## src/rtl/inst_fetcher_pkg.sv

```systemverilog
// Shared definitions for the instruction fetcher: FSM state encoding,
// the PC value loaded on reset, and a word-alignment helper used when
// forming icache addresses.
package inst_fetcher_pkg;

  typedef enum logic [1:0] {
    ST_IDLE  = 2'd0,
    ST_FETCH = 2'd1,
    ST_HOLD  = 2'd2
  } fetch_state_t;

  localparam logic [31:0] RESET_PC = 32'h0000_0000;

  // Instruction memory is word addressed; the two byte-offset bits are dropped.
  function automatic logic [31:0] word_align(input logic [31:0] addr);
    return {addr[31:2], 2'b00};
  endfunction

endpackage

```

## src/rtl/ifetch_perf_cnt.sv

```systemverilog
// Fetcher performance counters: instructions handed to decode, HOLD cycles
// spent behind a JALR stall, and flush requests. Counters update one cycle
// after the qualifying event, wrap at 2^32 and freeze while rdy_in is low.
// Ports: clk_in/rst_in/rdy_in, three one-bit increment strobes, three 32-bit counts.
module ifetch_perf_cnt (
  input  logic        clk_in,
  input  logic        rst_in,
  input  logic        rdy_in,
  input  logic        i_fetch_inc,
  input  logic        i_stall_inc,
  input  logic        i_flush_inc,
  output logic [31:0] o_fetch_cnt,
  output logic [31:0] o_stall_cnt,
  output logic [31:0] o_flush_cnt
);

  logic [31:0] r_fetch_cnt;
  logic [31:0] r_stall_cnt;
  logic [31:0] r_flush_cnt;

  always_ff @(posedge clk_in) begin
    if (rst_in) begin
      r_fetch_cnt <= 32'd0;
      r_stall_cnt <= 32'd0;
      r_flush_cnt <= 32'd0;
    end else if (rdy_in) begin
      r_fetch_cnt <= r_fetch_cnt + {31'd0, i_fetch_inc};
      r_stall_cnt <= r_stall_cnt + {31'd0, i_stall_inc};
      r_flush_cnt <= r_flush_cnt + {31'd0, i_flush_inc};
    end
  end

  assign o_fetch_cnt = r_fetch_cnt;
  assign o_stall_cnt = r_stall_cnt;
  assign o_flush_cnt = r_flush_cnt;

endmodule

```

## src/rtl/inst_fetcher.sv

```systemverilog
// Instruction fetcher: IDLE issues a one-cycle icache request, FETCH waits
// for the response, HOLD presents the word to decode until it is issued.
// Latency: request one cycle after entering IDLE; start_decode one cycle
// after icache_valid. Backpressure: rdy_in low freezes all state; the decoder
// holds the instruction via issue_signal.
// Ports: clk_in, rst_in, rdy_in; ROB redirect (wrong_predicted, correct_pc);
// decoder side (next_pc, issue_signal, jalr_stall, start_decode, inst,
// inst_addr); icache side (icache_req, icache_addr, icache_valid, icache_data).
// Optional: define IFETCH_PERF_CNT_EN to add perf_fetch_cnt, perf_stall_cnt,
// perf_flush_cnt outputs.
module inst_fetcher
  import inst_fetcher_pkg::*;
(
  input  logic        clk_in,
  input  logic        rst_in,
  input  logic        rdy_in,
  input  logic        wrong_predicted,
  input  logic [31:0] correct_pc,
  input  logic [31:0] next_pc,
  input  logic        issue_signal,
  input  logic        jalr_stall,
  output logic        start_decode,
  output logic [31:0] inst,
  output logic [31:0] inst_addr,
  output logic        icache_req,
  output logic [31:0] icache_addr,
  input  logic        icache_valid,
  input  logic [31:0] icache_data
`ifdef IFETCH_PERF_CNT_EN
  ,
  output logic [31:0] perf_fetch_cnt,
  output logic [31:0] perf_stall_cnt,
  output logic [31:0] perf_flush_cnt
`endif
);

  fetch_state_t r_state;
  logic [31:0]  r_pc;
  logic         r_discard;
  logic         r_start_decode;
  logic [31:0]  r_inst;
  logic [31:0]  r_inst_addr;
  logic         r_icache_req;
  logic [31:0]  r_icache_addr;

  always_ff @(posedge clk_in) begin
    if (rst_in) begin
      r_state        <= ST_IDLE;
      r_pc           <= RESET_PC;
      r_discard      <= 1'b0;
      r_start_decode <= 1'b0;
      r_inst         <= 32'd0;
      r_inst_addr    <= 32'd0;
      r_icache_req   <= 1'b0;
      r_icache_addr  <= 32'd0;
    end else if (rdy_in) begin
      r_icache_req <= 1'b0;
      if (wrong_predicted) begin
        r_pc           <= correct_pc;
        r_start_decode <= 1'b0;
        // A request still in flight must be swallowed before a new one may
        // go out. If the response lands in this same cycle it is simply
        // dropped here, leaving nothing outstanding.
        if (r_state == ST_FETCH && !icache_valid) begin
          r_discard <= 1'b1;
          r_state   <= ST_FETCH;
        end else begin
          r_discard <= 1'b0;
          r_state   <= ST_IDLE;
        end
      end else begin
        case (r_state)
          ST_IDLE: begin
            r_icache_req  <= 1'b1;
            r_icache_addr <= word_align(r_pc);
            r_state       <= ST_FETCH;
          end
          ST_FETCH: begin
            if (icache_valid) begin
              if (r_discard) begin
                // Stale response from before the redirect.
                r_discard <= 1'b0;
                r_state   <= ST_IDLE;
              end else begin
                r_inst         <= icache_data;
                r_inst_addr    <= r_pc;
                r_start_decode <= 1'b1;
                r_state        <= ST_HOLD;
              end
            end
          end
          ST_HOLD: begin
            if (issue_signal) begin
              r_pc           <= next_pc;
              r_start_decode <= 1'b0;
              r_state        <= ST_IDLE;
            end
          end
          default: begin
            r_state <= ST_IDLE;
          end
        endcase
      end
    end
  end

  assign start_decode = r_start_decode;
  assign inst         = r_inst;
  assign inst_addr    = r_inst_addr;
  assign icache_req   = r_icache_req;
  assign icache_addr  = r_icache_addr;

`ifdef IFETCH_PERF_CNT_EN
  logic w_fetch_inc;
  logic w_stall_inc;

  // Mirrors the FETCH->HOLD hand-off condition in the FSM above.
  assign w_fetch_inc = !wrong_predicted && (r_state == ST_FETCH) &&
                       icache_valid && !r_discard;
  assign w_stall_inc = (r_state == ST_HOLD) && jalr_stall;

  ifetch_perf_cnt u_perf_cnt (
    .clk_in      (clk_in),
    .rst_in      (rst_in),
    .rdy_in      (rdy_in),
    .i_fetch_inc (w_fetch_inc),
    .i_stall_inc (w_stall_inc),
    .i_flush_inc (wrong_predicted),
    .o_fetch_cnt (perf_fetch_cnt),
    .o_stall_cnt (perf_stall_cnt),
    .o_flush_cnt (perf_flush_cnt)
  );
`else
  // jalr_stall only feeds the stall counter; it never affects fetch flow.
  logic w_unused_jalr;
  assign w_unused_jalr = jalr_stall;
`endif

endmodule
```

## config.mk

```make
export PLATFORM = sky130hd
export DESIGN_NAME = inst_fetcher
export DESIGN_NICKNAME = d
export VERILOG_FILES = /design/src/rtl/inst_fetcher_pkg.sv /design/src/rtl/ifetch_perf_cnt.sv /design/src/rtl/inst_fetcher.sv
export SDC_FILE = /design/constraint.sdc
export NUM_CORES = 1
export LEC_CHECK = 0
export BUFFER_PORTS_ARGS = -buffer_cell sky130_fd_sc_hd__buf_2
export CORE_ASPECT_RATIO = 0.8
export CORE_MARGIN = 5
export CORE_UTILIZATION = 25
export DETAILED_ROUTE_END_ITERATION = 10
export GPL_ROUTABILITY_DRIVEN = 0
export PLACE_DENSITY = 0.56
export SLEW_MARGIN = 25
export SYNTH_ARGS = -nofsm -noshare
export SYNTH_HDL_FRONTEND = slang
export SYNTH_SLANG_ARGS = --single-unit
```

## constraint.sdc

```tcl
create_clock -name clk_in -period 2 [get_ports clk_in]
set_clock_uncertainty 0.05 [all_clocks]
set_input_delay 0.1 -clock clk_in [delete_from_list [all_inputs] [get_ports clk_in]]
set_output_delay 0.1 -clock clk_in [all_outputs]
set_load 0.1 [all_outputs]
```

==> results.py <==
metrics = {
    "cells_and_area": {
        "drive_gt1_frac": 0.320,
        "syn_to_final_growth_pct": 51.6,
        "layout.nets": 973,
        "fin_util": 0.388,
        "n_antenna_cell": 0,
        "fillCellCount": 2176,
        "finalInstanceArea_sq_mm": 0.00846,
    },
    "synth": {
        "syn_inst": 587,
        "yosys_warnings": 0,
        "yosysUniqueCellTypes": 32,
        "synth_top_flop_cell": "dfxtp_1",
        "syn_area_sq_mm": 0.00558,
        "synth-edff-count": 0,
        "yosysSeqAreaShare": 0.470,
        "ys_ff_latch": 131,
        "avgSynthCellArea_sq_um": 9.51,
        "async_reset_ff_frac": 0,
    },
    "critical_path": {
        "path_depth": 4,
        "reg2reg_depth": 4,
        "cpLargestDelayFamily": "compound AO/OA/AOI/OAI gates",
        "critPathMaxFanout": 13,
        "crit_path_top_delay_cell": "dfxtp_1",
        "path_buf_inv": 1,
        "slowest_delay_ps": 500,
        "cp.arrival_ps": 2120,
        "required_ps": 2300,
        "crit_chain": "and3b_1 > o21a_1 > buf_4 > o221a_2",
        "crit_path_start_kind": "register",
        "critPathKind": "reg2reg",
        "crit_path_end_kind": "register",
    },
    "placed_design": {
        "numPortBuffers": 197,
        "postPlaceCellArea_sq_mm": 0.00685,
        "dpl.hpwl_microns": 11300,
    },
    "clock_tree": {
        "cts_max_level": 4,
        "numClockSinks": 131,
        "clkTransAtPathRegs_ps": 60,
        "cts_tree": "done",
        "worstSkewPairLatency_ps": 410,
        "cts_resized": 0,
        "cts_buffers": 17,
        "holdBufCountCts": 96,
        "cts_buffer_depth": 2,
        "root_buffer": "clkbuf_16",
        "postCtsSetupBuffers": 0,
    },
    "route": {
        "routed_wl_microns": 17000,
        "drtIter0Drc": 201,
        "firstDrtPassIters": 4,
        "vias_per_cell": 4.19,
        "vias": 4961,
        "wl_per_cell_microns": 14.3,
        "drcViolationCount": 0,
        "antenna_left": 0,
    },
    "floorplan": {
        "die_y_microns": 144,
        "die_width_microns": 177,
        "design.core.area_sq_mm": 0.0218,
        "boundaryPins": 201,
        "num_rows": 48,
        "die-area_sq_mm": 0.0254,
        "start_util": 0.256,
    },
    "timing": {
        "slew_violations": 0,
        "finalCritPeriodShare": 0.909,
        "relSlewSlack": 0.629,
        "max_freq_mhz": 550,
        "tns_ps": 0,
        "period_minus_slack_ps": 1820,
        "tightestPinTransition_ps": 556,
        "setup_viol": 0,
        "grt_setup_unrepaired": "false",
        "hold_viol": 0,
    },
    "power_and_ir_drop": {
        "p_leak_nw": 3.62,
        "ir_drop_mv": 0.460,
        "power-per-cell-area_mw_per_mm2": 831,
    },
    "grt": {
        "grt_max_degree": 67,
        "grt_pass1_wl_microns": 26900,
        "grt_pass1_vias": 5066,
        "antenna_found_initial": 0,
        "overflow": 0,
        "grt_use_total": 0.135,
    },
    "worst_hold_path": {
        "min_path_cells": 2,
        "hp-class": "in2reg",
    },
    "status": {
        "status": "complete, no violations",
    },
    "run": {
        "maxCapViolCount": 0,
    },
}
## routing by layer
layer  wire [microns]  vias up  GRT usage  part of all wire
met4              252        0     0.0448             0.015
li1                 -     2521          -                 -
met1             7470     2285      0.170              0.44
met5                0        -          0                 0
met3             1270       18     0.0434             0.075
met2             7970      137      0.220              0.47
## layout by cell type (no fill, tap or decap), drive strengths merged
cell and n:
nor4b 1, dlygate4sd3 96, clkinvlp 1, o31ai 1
nor2 3, and2 1, o221a 31, or4b 1
a21oi 65, clkbuf 19, nand2 62, nand2b 129
o21ai 1, nor3 3, o21a 2, clkinv 7
inv 32, a311o 1, nor3b 1, and3b 1
dfxtp 131, mux2i 64, and3 1, conb 2
bufinv 5, nand3 1, nor2b 2, nor4bb 1
buf 216, mux2 1, a211oi 1
## registers in the layout, summed over array words and instances (netlist names)
register,count
icache_addr,30
icache_req,1
inst,32
inst_addr,32
r_discard,1
r_pc,32
r_state,2
start_decode,1
## metrics by stage
| step | hold WS [ps] | std cells | setup WS [ps] | power [mW] |
|---|---|---|---|---|
| after floorplan | 198 | 588 | 579 | 3.26 |
| after global placement | 313 | 1055 | 226 | 3.47 |
| after detailed placement | 319 | 1055 | 200 | 3.48 |
| after CTS | 0.525 | 1183 | 183 | 7.12 |
| after global routing | 8.19 | 1183 | 103 | 7.32 |
| final | 11.2 | 1183 | 182 | 7.03 |
## synthesized netlist by cell type, drive strengths merged (2+ instances only)
library cell	number	area, sq um
a21oi	65	329
buf	28	229
clkbuf	21	78.8
dfxtp	131	2620
inv	32	120
mux2i	64	641
nand2	62	233
nand2b	129	807
nor2	3	11.3
nor2b	2	12.5
nor3	3	15.0
o21a	2	15.0
o221a	31	349
## final timing paths
check | startpoint | endpoint | slack, ps
max | r_state[1] | r_pc[6] | 180
min | rdy_in | r_discard | 10
max reg2reg | r_state[1] | r_pc[6] | 180
min reg2reg | icache_addr[31] | icache_addr[31] | 400
## logic make-up after synthesis
| kind of cell | count (synthesis) | synth area share |
|---|---|---|
| buffers and inverters | 81 | 0.0767 |
| other | 1 | 0.000672 |
| muxes | 65 | 0.117 |
| AOI/OAI and AO/OA | 102 | 0.130 |
| DFF | 131 | 0.470 |
| and+or+nand+nor | 207 | 0.206 |
## cell type report
class,instances,area (sq um),area share
timing repair buffer,312,2140,0.253
sequential,131,2620,0.310
inverter,32,120,0.0142
clock buffer,19,443,0.0524
multi-input combinational,376,2550,0.301
tap,300,375,0.0444
clock inverter,13,208,0.0246
## report_power, final
part,switching [mW],total (mW),internal (mW)
Combinational,0.454,0.826,0.372
Clock,1.21,3.46,2.25
Sequential,0.0575,2.74,2.68
(Power assumes the default switching activity.)
